--- src/rtl/piso_pkg.sv ---
// piso_pkg: shared state encoding and sizing helper for the PISO transmitter
package piso_pkg;

    typedef enum logic {
        ST_IDLE  = 1'b0,
        ST_SHIFT = 1'b1
    } state_t;

    function automatic int cnt_w(input int width);
        return $clog2(width);
    endfunction

endpackage

--- src/rtl/piso_bit_counter.sv ---
// piso_bit_counter: counts bits shifted out of the current word, saturating at WIDTH-1
module piso_bit_counter
    import piso_pkg::*;
#(
    parameter int WIDTH = 8
) (
    input  logic clk,
    input  logic reset,
    input  logic clear,
    input  logic inc,
    output logic last
);

    localparam int CW = cnt_w(WIDTH);

    logic [CW-1:0] count;

    always_ff @(posedge clk or posedge reset) begin
        if (reset)
            count <= '0;
        else if (clear)
            count <= '0;
        else if (inc && !last)
            count <= count + CW'(1);
    end

    assign last = count == CW'(WIDTH - 1);

endmodule

--- src/rtl/piso_shift_tx.sv ---
// piso_shift_tx: parallel-in/serial-out transmitter with valid/ready load and en-strobed shifting
module piso_shift_tx
    import piso_pkg::*;
#(
    parameter int WIDTH      = 8,
    parameter bit LSB_FIRST  = 1'b1,
    parameter bit IDLE_LEVEL = 1'b0
) (
    input  logic             clk,
    input  logic             reset,
    input  logic             en,
    input  logic             load_valid,
    input  logic [WIDTH-1:0] load_data,
    output logic             load_ready,
    output logic             serial_out,
    output logic             frame,
    output logic             done
);

    state_t           state, state_n;
    logic [WIDTH-1:0] shreg, shreg_n;
    logic             last, hs, shift, last_en, out_n;

    // a word may be accepted on the same edge that retires the previous one
    assign last_en    = state == ST_SHIFT && en && last;
    assign load_ready = !reset && (state == ST_IDLE || last_en);
    assign hs         = load_valid && load_ready;
    assign shift      = state == ST_SHIFT && en && !last;

    piso_bit_counter #(.WIDTH(WIDTH)) u_cnt (
        .clk   (clk),
        .reset (reset),
        .clear (hs),
        .inc   (shift),
        .last  (last)
    );

    always_comb begin
        state_n = hs ? ST_SHIFT : last_en ? ST_IDLE : state;
        shreg_n = hs ? load_data : shift ? (LSB_FIRST ? shreg >> 1 : shreg << 1) : shreg;
        out_n   = state_n == ST_SHIFT ? (LSB_FIRST ? shreg_n[0] : shreg_n[WIDTH-1]) : IDLE_LEVEL;
    end

    always_ff @(posedge clk or posedge reset) begin
        if (reset)
            state <= ST_IDLE;
        else
            state <= state_n;
    end

    // serial_out mirrors the output end of the next shift register value
    always_ff @(posedge clk or posedge reset) begin
        if (reset) begin
            shreg      <= '0;
            serial_out <= IDLE_LEVEL;
            frame      <= 1'b0;
            done       <= 1'b0;
        end else begin
            shreg      <= shreg_n;
            serial_out <= out_n;
            frame      <= state_n == ST_SHIFT;
            done       <= last_en;
        end
    end

endmodule
--- config.mk ---
export PLATFORM = sky130hd
export DESIGN_NAME = piso_shift_tx
export DESIGN_NICKNAME = d
export VERILOG_FILES = /design/src/rtl/piso_pkg.sv /design/src/rtl/piso_bit_counter.sv /design/src/rtl/piso_shift_tx.sv
export SDC_FILE = /design/constraint.sdc
export NUM_CORES = 1
export LEC_CHECK = 0
export ABC_CLOCK_PERIOD_IN_PS = 4550
export CORE_MARGIN = 10
export CORE_UTILIZATION = 40
export DETAILED_ROUTE_END_ITERATION = 10
export PLACE_DENSITY = 0.65
export SETUP_SLACK_MARGIN = 0.02
export SLEW_MARGIN = 20
export SYNTH_ARGS = -nofsm -noshare
export SYNTH_HDL_FRONTEND = slang
export SYNTH_HIERARCHICAL = 1
export SYNTH_SLANG_ARGS = --single-unit
--- constraint.sdc ---
create_clock -name clk -period 4.55 [get_ports clk]
set_clock_uncertainty 0.2 [all_clocks]
set_input_delay 0.91 -clock clk [delete_from_list [all_inputs] [get_ports clk]]
set_output_delay 0.91 -clock clk [all_outputs]
set_load 0.005 [all_outputs]
# Yosys cells after proc, flatten, opt, wreduce, memory -nomap -nowiden
# Cells that the tools add are included.
[word_totals] reg_bits=14
[classes] addsub=1 eq_ne=1 n_mux=7 bitwise_logic=1 n_reduce_logical=11
[op_table] operator="$mux 8" n=2
[op_table] operator="$logic_and 1x1->1" n=6
[op_table] operator="$mux 3" n=2
[op_table] operator="$reduce_bool 2->1" n=2
[op_table] operator="$add 3x1->3 const B" n=1
[op_table] operator="$eq 3x3->1 const B" n=1
[op_table] operator="$mux 1" n=3
[op_table] operator="$logic_not 1->1" n=2
[op_table] operator="$logic_or 1x1->1" n=1
[op_table] operator="$not 1->1" n=1

# Depth between registers and ports, before layout
[depth] depth_word=7 mapped_depth=7

# Cells and area by module
# Netlist, hierarchy kept.
[modules_own_cells] mod="piso_shift_tx" n_inst=1 cells_per_inst=45 area_per_inst_um2=564.3 seq_area_each_um2=275.3
[modules_own_cells] mod="piso_bit_counter" n_inst=1 cells_per_inst=16 area_per_inst_um2=187.7 seq_area_each_um2=75.1

# Least setup slack after synthesis
# OpenSTA, ideal clock, no wires.
[synth_path] kind="input to output" start="input reset" end="output load_ready" arrival_ns=1.446 required_time_ns=3.440 setup_slack_ns=1.994 path_stages=2 cell_sequence="inv_1 -> and2_1"
[synth_via] elab_chain_len=2
[synth_lines] item="start, declared" line="piso_shift_tx.sv:10" source="input logic reset,"
[synth_lines] item="$logic_not 1->1 (no line)"
[synth_lines] item="$logic_and 1x1->1" line="piso_shift_tx.sv:26" source="assign load_ready = !reset && (state == ST_IDLE || last_en);"
[synth_lines] item="end, declared" line="piso_shift_tx.sv:14" source="output logic load_ready,"
# Every way passes these cells.

# Worst setup path after layout
[layout_path] start="input en" end="output load_ready"
[layout_via] elab_chain_len=4
[layout_lines] item="start, declared" line="piso_shift_tx.sv:11" source="input logic en,"
[layout_lines] item="$logic_and 1x1->1 (2 in a row)" line="piso_shift_tx.sv:25" source="assign last_en = state == ST_SHIFT && en && last;"
[layout_lines] item="$logic_or 1x1->1" line="piso_shift_tx.sv:26"
[layout_lines] item="$logic_and 1x1->1" line="piso_shift_tx.sv:26"
# Every way passes these cells.

==> metrics.md <==
| Metric | Value |
|---|---|
| Status | complete, no violations |
| P per Cell Area | roughly 510 mW/mm² |
| Cell Chain, Critical Path | clkdlybuf4s50_1 > a21bo_2 > and2_1 > clkdlybuf4s50_1 |
| Clock group share of total power | around 18% |
| Buf/Inv on CP | 2 |
| Num CTS Buffers | 3 |
| Cell count after synthesis | slightly above 60 |
| Most frequent cells after synthesis | dfrtp_1, mux2_4, inv_1, nand4_1, o21ai_0 |
| # setup viols final | 0 |
| Antenna cells | 0 |
| Final Slew Violations | 0 |
| Final nets | 95 |
| Setup TNS | 0 ps |
| Slew margin rel. | 61.7% |
| Fin area | 966 µm² |
| Final Routed Wirelength | roughly 1.4 mm |
| Postcts setup bufs | 0 |
| Post-Synth XOR/XNOR Area | 0% |
| Cell row count | 15 |
| Most frequent CP cell | clkdlybuf4s50_1 |
| Mean Syn Cell Area | 12.3 µm² |
| Antenna viol nets, final | 0 |
| Initial antenna violation count | 0 |
| Mux contribution to synthesized area | a little over a fifth |
| DRC errors left | 0 |
| Max-Cap Viols | 0 |
| Fraction of the mapped netlist area in simple logic gates | around 17% |
| Startpoint types | input port |
| WP data arrival | 2310 ps |
| RSZ-0062 raised after global routing | no |
| Post-synthesis sequential area ratio | 46.6% |
| Placer Congestion | 0.727 |
| Gate power share | approximately two fifths |
| Yosys top cell area share | 46.6% |
| Share of power burned in registers | 40.7% |
| Share of layout cells above drive strength 1 | 22.5% |
| Synth cell types | 22 |
| TritonRoute pass-1 iters | 4 |
| Period minus WS final | 3420 ps |
| Via/cell ratio | between 4 and 5 |
| Slew @ Worst Pin | 573 ps |
| Fmax achieved | between 0.2 and 0.3 GHz |
| Adder-cell area share of the yosys netlist | 3.33% |
| Most instantiated library cell after synthesis | dfrtp_1 |
| Slowest stage delay, CP | 530 ps |
| First-pass GRT wire length | 2.47 mm |
| Initial DRC count | 18 |
| Post-DP HPWL | 1.08 mm |
| Clock Tree Buf Depth | 2 |
| Hold Slack | ~330 ps |
| Largest net degree at the start of global routing | 18 |
| Clock Pin Slew Worst Setup and Hold Paths | 90 ps |
| Clk root buf | clkbuf_4 |
| Main synth FF type | dfrtp_1 |
| Die area | about 0.004 mm² |
| Crit Path Category | input port to output pin |
| DR WL/cell | 13.6 µm |
| Area delta synth->final | 28.5% |
| Slowest cell on crit path | clkdlybuf4s50_1 |
| EDFF count, synth | 0 |
| Worst Hold Class | flip-flop to flip-flop |
| Core Area | 0.00176 mm² |
| CTS tree | done |
| Ports | 16 |
| Switching share of power | between 20 and 30% |
| Synth top area cells | dfrtp_1, mux2_4, mux2i_1 |
| Total gr overflow | 0 |
| Crit-path leading delay family | buffers and inverters |
| Largest area contributor in the netlist | dfrtp_1 |
| Total Routing Usage GR | under 10% |
| Hold Buf Count CTS | 0 |
| Placed cell areas | 930 µm² |
| Area of the mapped netlist | 752 µm² |
| Net Sw Power | 0.143 mW |
| Synth Net Count | 75 |
| Ys Warns | 6 |
| Synth Area in Compound Gates | 7.32% |
| Initial Utilization | 42.6% |
| Async S/R FF share, synth | 100% |
| CP endpoint kind | output pin |
| Worst-Skew Late Latency | 280 ps |
| Num Clock Sinks | 14 |
| Post-cts resize count | 0 |
| Internal power | 0.351 mW |
| Main combinational cell family by area after synthesis | multiplexers |
| Final Hold Vio Count | 0 |
| Port bufs | 15 |
| FF+latch count, synth | 14 |
| Final core occ | ~55% |
| Die Width | 63.4 µm |
| Via count of the first global-routing pass | ~550 |
| CP Data Required Time | around 3400 ps |
| Post-layout power | 0.494 mW |
| Worst vdd ir | 0.000261 V |
| Fin crit share | 75.2% |
| H-tree depth | 1 |
| Vias | 514 |
| FILL cells | 171 |
| Die height | 63.4 µm |
| Worst-path fanout max | 7 |
| Leak | 0.470 nW |
==> registers in the layout, indices dropped and copies added (netlist names) <==
| name | count |
|---|---|
| done | 1 |
| serial_out | 1 |
| shreg | 8 |
| state | 1 |
| u_cnt/count | 3 |
==> path summary, 6_finish.rpt <==
kind / end / from / slack [ps] / cells past startpoint
hold reg to reg: shreg[7] / shreg[7] / 330 / 2
setup / recovery: load_ready / en / 1130 / 4
setup reg to reg: u_cnt/count[0] / u_cnt/count[0] / 2100 / 6
hold / removal: shreg[7] / shreg[7] / 330 / 2
max in group asynchronous: shreg[3] / reset / 3220 / 3
min in group asynchronous: u_cnt/count[2] / reset / 610 / 2
==> power groups by stage <==
stage | clock [mW] | combinational, mW | sequential (mW)
after floorplan | 0 | 0.159 | 0.198
after global placement | 0 | 0.202 | 0.204
after detailed placement | 0 | 0.205 | 0.205
after CTS | 0.0934 | 0.207 | 0.202
after global routing | 0.0994 | 0.229 | 0.209
final | 0.0890 | 0.204 | 0.201
==> layer usage <==
metal,share of wire (%),track usage (%),vias up,wire length (µm)
li1,-,-,257,-
met1,46,8.73,244,659
met2,47,11.8,11,670
met3,5.2,3.89,2,75
met4,1.9,3.28,0,27
met5,0,0,-,0
==> tightest hold or removal path, cell delays in order (launching register included) <==
cell     delay (ps)
dfrtp_1         380
nand2_1          50
o21ai_0          60
==> cells in the final DEF (no fill, tap or decap), types with 2 or more instances in the layout <==
master           instances
clkdlybuf4s50_1         15
dfrtp_1                 14
mux2_4                   9
inv_1                    5
nand4_1                  4
o21ai_0                  4
mux2i_1                  3
nand2_1                  3
clkbuf_4                 3
nand2b_1                 2
nand4bb_1                2
o21ai_1                  2
ha_1                     2
==> metrics by stage <==
| stage | instances | setup WS (ps) |
|---|---|---|
| 2_1_floorplan | 61 | 1990 |
| 3_3_place_gp | 101 | 1120 |
| 3_5_place_dp | 101 | 1130 |
| 4_1_cts | 105 | 1120 |
| 5_1_grt | 105 | 1040 |
| 6_report | 105 | 1130 |
==> kinds of logic after synthesis <==
family                   count (synthesis)
AND/OR/NAND/NOR                         18
flip-flops                              14
multiplexers                            12
AO/OA/AOI/OAI                            9
buffers and inverters                    6
adder cells (fa/ha/maj)                  2
==> layout make-up <==
class / instances / area, µm² / area share [%]
Inverter: 5 / 18.8 / 1.94
Clock buffer: 4 / 36.3 / 3.76
Tap cell: 25 / 31.3 / 3.24
Timing Repair Buffer: 16 / 158 / 16.3
Multi-Input combinational cell: 41 / 372 / 38.5
Sequential cell: 14 / 350 / 36.3
(Power assumes the default switching activity.)
==> edit, RTL diff (same flow settings) <==
Set the parameter `LSB_FIRST` to 1'b0 (it was 1'b1).
--- a/src/rtl/piso_shift_tx.sv
+++ b/src/rtl/piso_shift_tx.sv
@@ -5,3 +5,3 @@
     parameter int WIDTH      = 8,
-    parameter bit LSB_FIRST  = 1'b1,
+    parameter bit LSB_FIRST  = 1'b0,
     parameter bit IDLE_LEVEL = 1'b0
Formal check against the unedited RTL: not equivalent (a bounded check fails within 4 cycles, from zero or initial values and one cycle with reset high).
==> edit against the original RTL <==
  * Sequential cell count unchanged
  * Critical path type unchanged
  * Design area shrank 1.4%
  * Sequential share of layout area up 0.52 points
  * Area after synthesis is 1.2% lower
  * Worst setup slack lost 0.047 ns
  * Wire length up 1.3%
  * Total power down 4.5%
  * Register-to-register slack improved by 0.02 ns
==> edit: results <==
route:
  dr.first_iter.drc_count: 7
  wire_per_inst_um: 13.6
  avgViaCountPerCell: 4.93
placement:
  dpl.hpwl_um: 1130
  gp_congestion: 0.716
  placed_area_um2: 916
timing:
  worst_pin_slew_ns: 0.551
synth:
  yosys-top-cells-count: "dfrtp_1 (14), o21ai_0 (7), mux2i_1 (6), nand4_1 (6), mux2_4 (5)"
  syn_nets: 78
  synthDistinctLibCells: 23
  ys_seq_area_frac: 0.471
outcome:
  status: "complete, no violations"
cells_and_area:
  largestRegisters: "shreg (8), u_cnt/count (3)"
  antenna_cells: 0
  n_fill_cell: 162
  drive_gt1_frac: 0.171
  finalNetCount: 97
grt:
  grt_max_degree: 19
  grt_pass1_wl_um: 2340
  grt_pass1_vias: 539
  groute.usage.overall: 0.0731
clock_network:
  clk_pin_slew_ns: 0.09
worst_setup_path:
  cp_max_fo: 9
  cp.arrival_ns: 2.36
power:
  p_leak_nw: 0.457
  worst_ir_drop_vdd_mv: 0.236
==> edit: cell count changes in the layout (fill, tap and decap cells not counted), sizes merged, moves of 2 or more <==
cell | unedited run | this run
mux2i | 3 | 6
nand4 | 4 | 6
mux2 | 9 | 5
o21ai | 6 | 9
==> edit: worst paths after layout <==
kind                                     start  slack, ns              to
worst max-delay path                        en       1.08      load_ready
worst min-delay path            u_cnt/count[2]       0.35  u_cnt/count[2]
worst max register to register  u_cnt/count[0]       2.12  u_cnt/count[0]
worst min register to register  u_cnt/count[2]       0.35  u_cnt/count[2]
max in group asynchronous                reset       3.18        shreg[5]
min in group asynchronous                reset       0.65  u_cnt/count[0]
==> edit: power by group through the flow <==
| stage | Combinational (mW) | Sequential, mW | Clock, mW |
|---|---|---|---|
| 2_1_floorplan | 0.140 | 0.193 | 0 |
| 3_3_place_gp | 0.180 | 0.200 | 0 |
| 3_5_place_dp | 0.185 | 0.201 | 0 |
| 4_1_cts | 0.187 | 0.200 | 0.0933 |
| 5_1_grt | 0.205 | 0.204 | 0.0947 |
| 6_report | 0.183 | 0.198 | 0.0905 |
==> edit: through the flow <==
step / hold WS [ns] / std cells / setup slack [ns] / util / total power, mW
floorplan: 0.302 / 64 / 1.87 / - / 0.333
global placement: 0.319 / 103 / 1.10 / 0.525 / 0.380
detailed placement: 0.339 / 103 / 1.09 / 0.525 / 0.386
CTS: 0.361 / 107 / 1.08 / 0.546 / 0.479
global route: 0.370 / 107 / 1.03 / 0.546 / 0.504
finish: 0.354 / 107 / 1.08 / 0.546 / 0.472
==> edit: kinds of logic after synthesis <==
logic type,count (synthesis),synth area share
AND/OR/NAND/NOR,20,0.192
AO/OA/AOI/OAI,10,0.0741
buffers and inverters,7,0.0471
multiplexers,11,0.182
flip-flops,14,0.471
adder cells (fa/ha/maj),2,0.0337
==> edit: area by class of cell <==
| type | count | area, µm² | area share |
|---|---|---|---|
| well taps | 25 | 31.3 | 0.0329 |
| multi-input cells | 43 | 358 | 0.376 |
| inverters | 5 | 18.8 | 0.0197 |
| clock buffers | 4 | 36.3 | 0.0381 |
| flip-flops and latches | 14 | 350 | 0.368 |
| repair buffers | 16 | 158 | 0.166 |
==> edit: metal layers <==
metal,vias to the layer above,global-route usage,part of all wire
li1,266,-,-
met5,-,0,0
met3,4,0.0318,0.065
met2,13,0.112,0.46
met1,245,0.0827,0.46
met4,0,0.0419,0.019
==> edit: worst max-delay path: stages <==
cell	delay (ns)
clkdlybuf4s50_1	0.54
a21bo_2	0.25
and2_1	0.15
clkdlybuf4s50_1	0.50
